**src/rtl/if_fetch_unit.sv**
```systemverilog
// Instruction-fetch stage: holds the PC, keeps one request in flight to a variable-latency
// instruction memory and presents each fetched word to IF/ID. Build option: FETCH_ALIGN_CHECK_EN.
module if_fetch_unit #(
  parameter int                 WIDTH_I  = 32,
  parameter logic [WIDTH_I-1:0] RESET_PC = '0
) (
  input  logic               clk,
  input  logic               rst,
  input  logic               stall_ctrl,
  input  logic               flush_ctrl,
  input  logic [WIDTH_I-1:0] redirect_pc,
  output logic               imem_req,
  output logic [WIDTH_I-1:0] imem_addr,
  input  logic               imem_rvalid,
  input  logic [WIDTH_I-1:0] imem_rdata,
  output logic [WIDTH_I-1:0] memi_out,
  output logic [WIDTH_I-1:0] pc_next,
  output logic               fetch_valid,
  output logic               fetch_busy,
  output logic               misalign_err
);

  typedef enum logic [1:0] {
    S_FETCH   = 2'd0,
    S_WAIT    = 2'd1,
    S_PRESENT = 2'd2,
    S_DROP    = 2'd3
  } state_t;

  state_t               state_reg;
  logic [WIDTH_I-1:0]   pc_reg;
  logic [WIDTH_I-1:0]   ibuf_reg;
  logic                 fetch_valid_reg;

  logic [WIDTH_I-1:0]   pc_inc;
  logic [WIDTH_I-1:0]   redirect_aligned;
  logic                 advance;

  assign pc_inc           = pc_reg + WIDTH_I'(4);
  assign redirect_aligned = redirect_pc & ~WIDTH_I'(3);
  assign advance          = (state_reg == S_PRESENT) && !stall_ctrl && !flush_ctrl;

  // A FETCH-state request goes out even when a flush arrives; DROP then swallows its response.
  assign imem_req  = !rst && ((state_reg == S_FETCH) || advance);
  assign imem_addr = (state_reg == S_PRESENT) ? pc_inc : pc_reg;

  assign fetch_valid = fetch_valid_reg;
  assign fetch_busy  = !fetch_valid_reg;
  assign memi_out    = fetch_valid_reg ? ibuf_reg : '0;
  assign pc_next     = fetch_valid_reg ? pc_inc   : '0;

  always_ff @(posedge clk) begin
    if (rst) begin
      state_reg       <= S_FETCH;
      pc_reg          <= RESET_PC;
      ibuf_reg        <= '0;
      fetch_valid_reg <= 1'b0;
    end else begin
      case (state_reg)
        S_FETCH: begin
          if (flush_ctrl) begin
            pc_reg    <= redirect_aligned;
            state_reg <= S_DROP;
          end else begin
            state_reg <= S_WAIT;
          end
        end
        S_WAIT: begin
          if (flush_ctrl) begin
            pc_reg    <= redirect_aligned;
            state_reg <= imem_rvalid ? S_FETCH : S_DROP;
          end else if (imem_rvalid) begin
            ibuf_reg        <= imem_rdata;
            fetch_valid_reg <= 1'b1;
            state_reg       <= S_PRESENT;
          end
        end
        S_PRESENT: begin
          if (flush_ctrl) begin
            pc_reg          <= redirect_aligned;
            fetch_valid_reg <= 1'b0;
            state_reg       <= S_FETCH;
          end else if (!stall_ctrl) begin
            pc_reg          <= pc_inc;
            fetch_valid_reg <= 1'b0;
            state_reg       <= S_WAIT;
          end
        end
        default: begin
          // S_DROP: the stale response is discarded; a newer redirect simply overwrites pc.
          if (flush_ctrl) begin
            pc_reg <= redirect_aligned;
          end
          if (imem_rvalid) begin
            state_reg <= S_FETCH;
          end
        end
      endcase
    end
  end

`ifdef FETCH_ALIGN_CHECK_EN
  logic misalign_reg;

  always_ff @(posedge clk) begin
    if (rst) begin
      misalign_reg <= 1'b0;
    end else if (flush_ctrl && (redirect_pc[1:0] != 2'b00)) begin
      misalign_reg <= 1'b1;
    end
  end

  assign misalign_err = misalign_reg;
`else
  assign misalign_err = 1'b0;
`endif

endmodule

```
**config.mk**
```make
export PLATFORM = sky130hd
export DESIGN_NAME = if_fetch_unit
export DESIGN_NICKNAME = d
export VERILOG_FILES = /design/src/rtl/if_fetch_unit.sv
export SDC_FILE = /design/constraint.sdc
export NUM_CORES = 1
export LEC_CHECK = 0
export CAP_MARGIN = 5
export CORE_MARGIN = 2
export CORE_UTILIZATION = 41
export CTS_CLUSTER_DIAMETER = 80
export CTS_CLUSTER_SIZE = 28
export DETAILED_ROUTE_END_ITERATION = 6
export PLACE_DENSITY = 0.85
export SLEW_MARGIN = 0
export SYNTH_ARGS = -nofsm -noshare
export SYNTH_HDL_FRONTEND = slang
export SYNTH_SLANG_ARGS = --single-unit
```
**constraint.sdc**
```tcl
create_clock -name clk -period 2.04 [get_ports clk]
set_input_delay 0.306 -clock clk [delete_from_list [all_inputs] [get_ports clk]]
set_output_delay 0.306 -clock clk [all_outputs]
set_load 0.02 [all_outputs]
```
==> flow_summary_export.csv <==
group,metric,value,unit
clock_tree,clkLatencyLatePin,0.36,ns
die,start_util,0.424,
sta,slew_headroom,0.416,
clock_tree,cts.htree.levels,3,
drt,wl_per_cell,23.8,um
logic_synthesis,postSynthAreaPerCell,7.31,um2
pwr,power.density,560,nW/um2
global_routing,grt_first_pass_wirelength,32300,um
critical_path,cp.arrival,2.59,ns
sta,fmax,345,MHz
pwr,pleak,4.03,nW
global_routing,grtUsageTotal,0.346,
place,place_hpwl,12500,um
global_routing,first_global_vias,6434,
critical_path,path_class,"register to output port",
place,place.gp.congestion,0.994,
logic_synthesis,ys_ff_latch,65,
logic_synthesis,syn_inst,635,
final_layout,layout_commonest_cell,"buf_4",
global_routing,initial_antenna_violation_count,2,
place,buffer_ports.inserted,161,
critical_path,critPathMaxStageDelay,0.58,ns
global_routing,largest_net_degree_at_the_start_of_global_routing,68,
sta,maxSlewViolCount,0,
sta,setup_viol,57,
logic_synthesis,synth_cell_types,53,
clock_tree,cts.sinks,65,
drt,drtPass1Iterations,5,
pwr,worst_ir_drop_on_vdd,0.000481,V
sta,period_needed,2.90,ns
critical_path,cp_cell_sequence,"and4_4, nand4_1, buf_6, buf_4, o21ai_1, a21oi_2, buf_4",
global_routing,grt-ovfl-total,0,
final_layout,num-nets-final,1007,
drt,detailroute.via_count,6796,
final_layout,area_overhead_vs_synth,96.7,%
logic_synthesis,ys.flop_type,"dfxtp_1",
drt,initialDrtViolationCount,941,
die,num_io_pins,169,
final_layout,final_cell_count_no_fill,1079,
critical_path,path_max_fanout,6,
status,run_status,"finished with violations",
sta,final_critical_path_setup_slack,-0.855,ns
die,die_w,110,um
critical_path,path_common_cell,"buf_4",
place,placement.cell_area,7250,um2
logic_synthesis,netlist_area,4640,um2
final_layout,flip_flop_count_of_the_largest_register_after_layout,32,
sta,post-route-period-util,1.42,
critical_path,endpoint_kind,"output port",
critical_path,worst_ep_required_time,1.73,ns
final_layout,layout_cells_sized_above_1,0.466,
die,core-area,10900,um2
clock_tree,clk_path_buf_depth,2,
sta,timing.clock.skew,0.0186,ns
sta,tightestPinTransition,0.877,ns
drt,wire_length_after_detailed_routing,25700,um
pwr,total_power,5.11,mW
drt,remaining_drc_errors,0,
logic_synthesis,synthArstFlopShare,0,
drt,drtAntennaViolNets,0,
place,placedCellCount,999,
drt,post_drt_via_cell_ratio,6.30,
status,failed_checks,"negative setup slack",
logic_synthesis,synth-warning-count,0,
clock_tree,number_of_buffers_inserted_during_clock_tree_synthesis,9,
sta,finalHoldViolCount,0,
sta,rsz0062_at_grt,"true",
critical_path,crit_path_top_delay_cell,"o21ai_1",
die,placement_rows,38,
logic_synthesis,synth_enable_flop_cells,0,
logic_synthesis,synth_seq_area_share,0.280,
clock_tree,clock-root-buffer,"clkbuf_16",
flow_run,drv_cap,0,
clock_tree,cts_tree,"built",
clock_tree,path_clk_slew,0.07,ns
critical_path,critPathLaunchType,"register",
final_layout,most_frequent_cells_in_the_layout,"buf_4, clkdlybuf4s50_1, nand2_1, buf_6, nor2_1",
die,die_area,12200,um2
final_layout,post-route-cell-area,9130,um2
min_path,holdCritPathClass,"register to register",
die,floorplan.die.height,110,um
==> metal layers <==
| metal | share of wire | GRT usage | wire (um) |
|---|---|---|---|
| met1 | 0.35 | 0.386 | 8930 |
| met3 | 0.12 | 0.0988 | 3000 |
| met4 | 0.088 | 0.224 | 2260 |
| met2 | 0.45 | 0.578 | 11500 |
| met5 | 0.00043 | 0 | 11 |
==> final cells by class <==
cell class	instances	area (um2)
clock buffers	9	225
clock inverters	7	76.3
diodes	1	2.50
multi-input cells	496	3950
inverters	11	45.0
flip-flops and latches	65	1350
repair buffers	350	3300
well taps	140	175
fillers	544	1810
==> cell usage after synthesis (2+ instances only) <==
cell / count / area, um2
a31oi_1: 2 / 12.5
xor2_1: 15 / 131
nor2b_1: 3 / 18.8
clkbuf_2: 2 / 10.0
o21ai_0: 15 / 75.1
nor3b_1: 4 / 30.0
nand2_1: 97 / 364
buf_1: 6 / 22.5
nor2_1: 50 / 188
nor4_1: 13 / 81.3
a221oi_1: 2 / 17.5
a311oi_1: 15 / 131
and3_1: 4 / 25.0
ha_1: 5 / 62.6
buf_2: 14 / 70.1
inv_1: 11 / 41.3
nand4_1: 12 / 75.1
nor4_2: 2 / 25.0
and4_1: 10 / 87.6
nand3_1: 22 / 110
o31ai_1: 13 / 97.6
nand4_2: 2 / 25.0
or4_1: 14 / 105
nand3b_1: 6 / 45.0
dfxtp_1: 65 / 1300
and2_1: 36 / 225
a21oi_1: 55 / 275
buf_4: 16 / 120
xnor2_1: 35 / 307
or3_1: 11 / 68.8
nand2b_1: 3 / 18.8
buf_6: 2 / 22.5
a21bo_2: 4 / 40.0
a211oi_1: 8 / 60.1
nand3_2: 2 / 20.0
nor3_1: 16 / 80.1
clkbuf_1: 27 / 101
==> kinds of logic after synthesis <==
| kind of cell | after synthesis | synth area share |
|---|---|---|
| other | 1 | 0.000808 |
| buffers and inverters | 78 | 0.0836 |
| AO/OA/AOI/OAI | 121 | 0.165 |
| flip-flops | 65 | 0.280 |
| adder cells (fa/ha/maj) | 5 | 0.0135 |
| XOR/XNOR | 50 | 0.0944 |
| multiplexers | 1 | 0.00243 |
| AND/OR/NAND/NOR | 314 | 0.360 |
==> path summary, 6_finish.rpt <==
check	cells past startpoint	endpoint	slack (ns)	startpoint
worst min-delay path	2	ibuf_reg[20]	0.45	ibuf_reg[20]
worst max-delay path	7	pc_next[21]	-0.86	pc_reg[12]
worst max register to register	8	pc_reg[21]	-0.25	pc_reg[12]
worst min register to register	2	ibuf_reg[20]	0.45	ibuf_reg[20]
==> worst max-delay path, delay by kind of cell (launching register included) <==
family | cells | cell delay, ns
AO/OA/AOI/OAI | 2 | 0.85
buffers and inverters | 3 | 0.57
AND/OR/NAND/NOR | 2 | 0.46
flip-flops | 1 | 0.35
==> timing repair <==
action,4_1_cts,5_1_grt
buffers inserted,33,36
hold buffers,0,0
setup endpoints to repair,87,103
pin swaps,54,60
gates cloned,0,1
gates resized for setup,442,138
==> power breakdown <==
| part | internal, mW | switching (mW) |
|---|---|---|
| clock network | 0.958 | 0.703 |
| logic | 0.863 | 1.11 |
| registers | 1.39 | 0.0922 |
| total | 3.21 | 1.90 |
==> metrics by stage <==
| stage | hold slack [ns] | setup slack (ns) | TNS, ns | util |
|---|---|---|---|---|
| global route | 0.463 | -0.844 | -15.65 | 0.834 |
| finish | 0.451 | -0.855 | -12.84 | 0.835 |
| floorplan | 0.432 | -0.0124 | -0.0424 | - |
| global placement | 0.437 | -0.446 | -15.05 | 0.663 |
| detailed placement | 0.443 | -0.479 | -18.33 | 0.663 |
| CTS | 0.451 | -0.277 | -5.39 | 0.766 |
No activity file was read; power rests on OpenSTA's default activity.
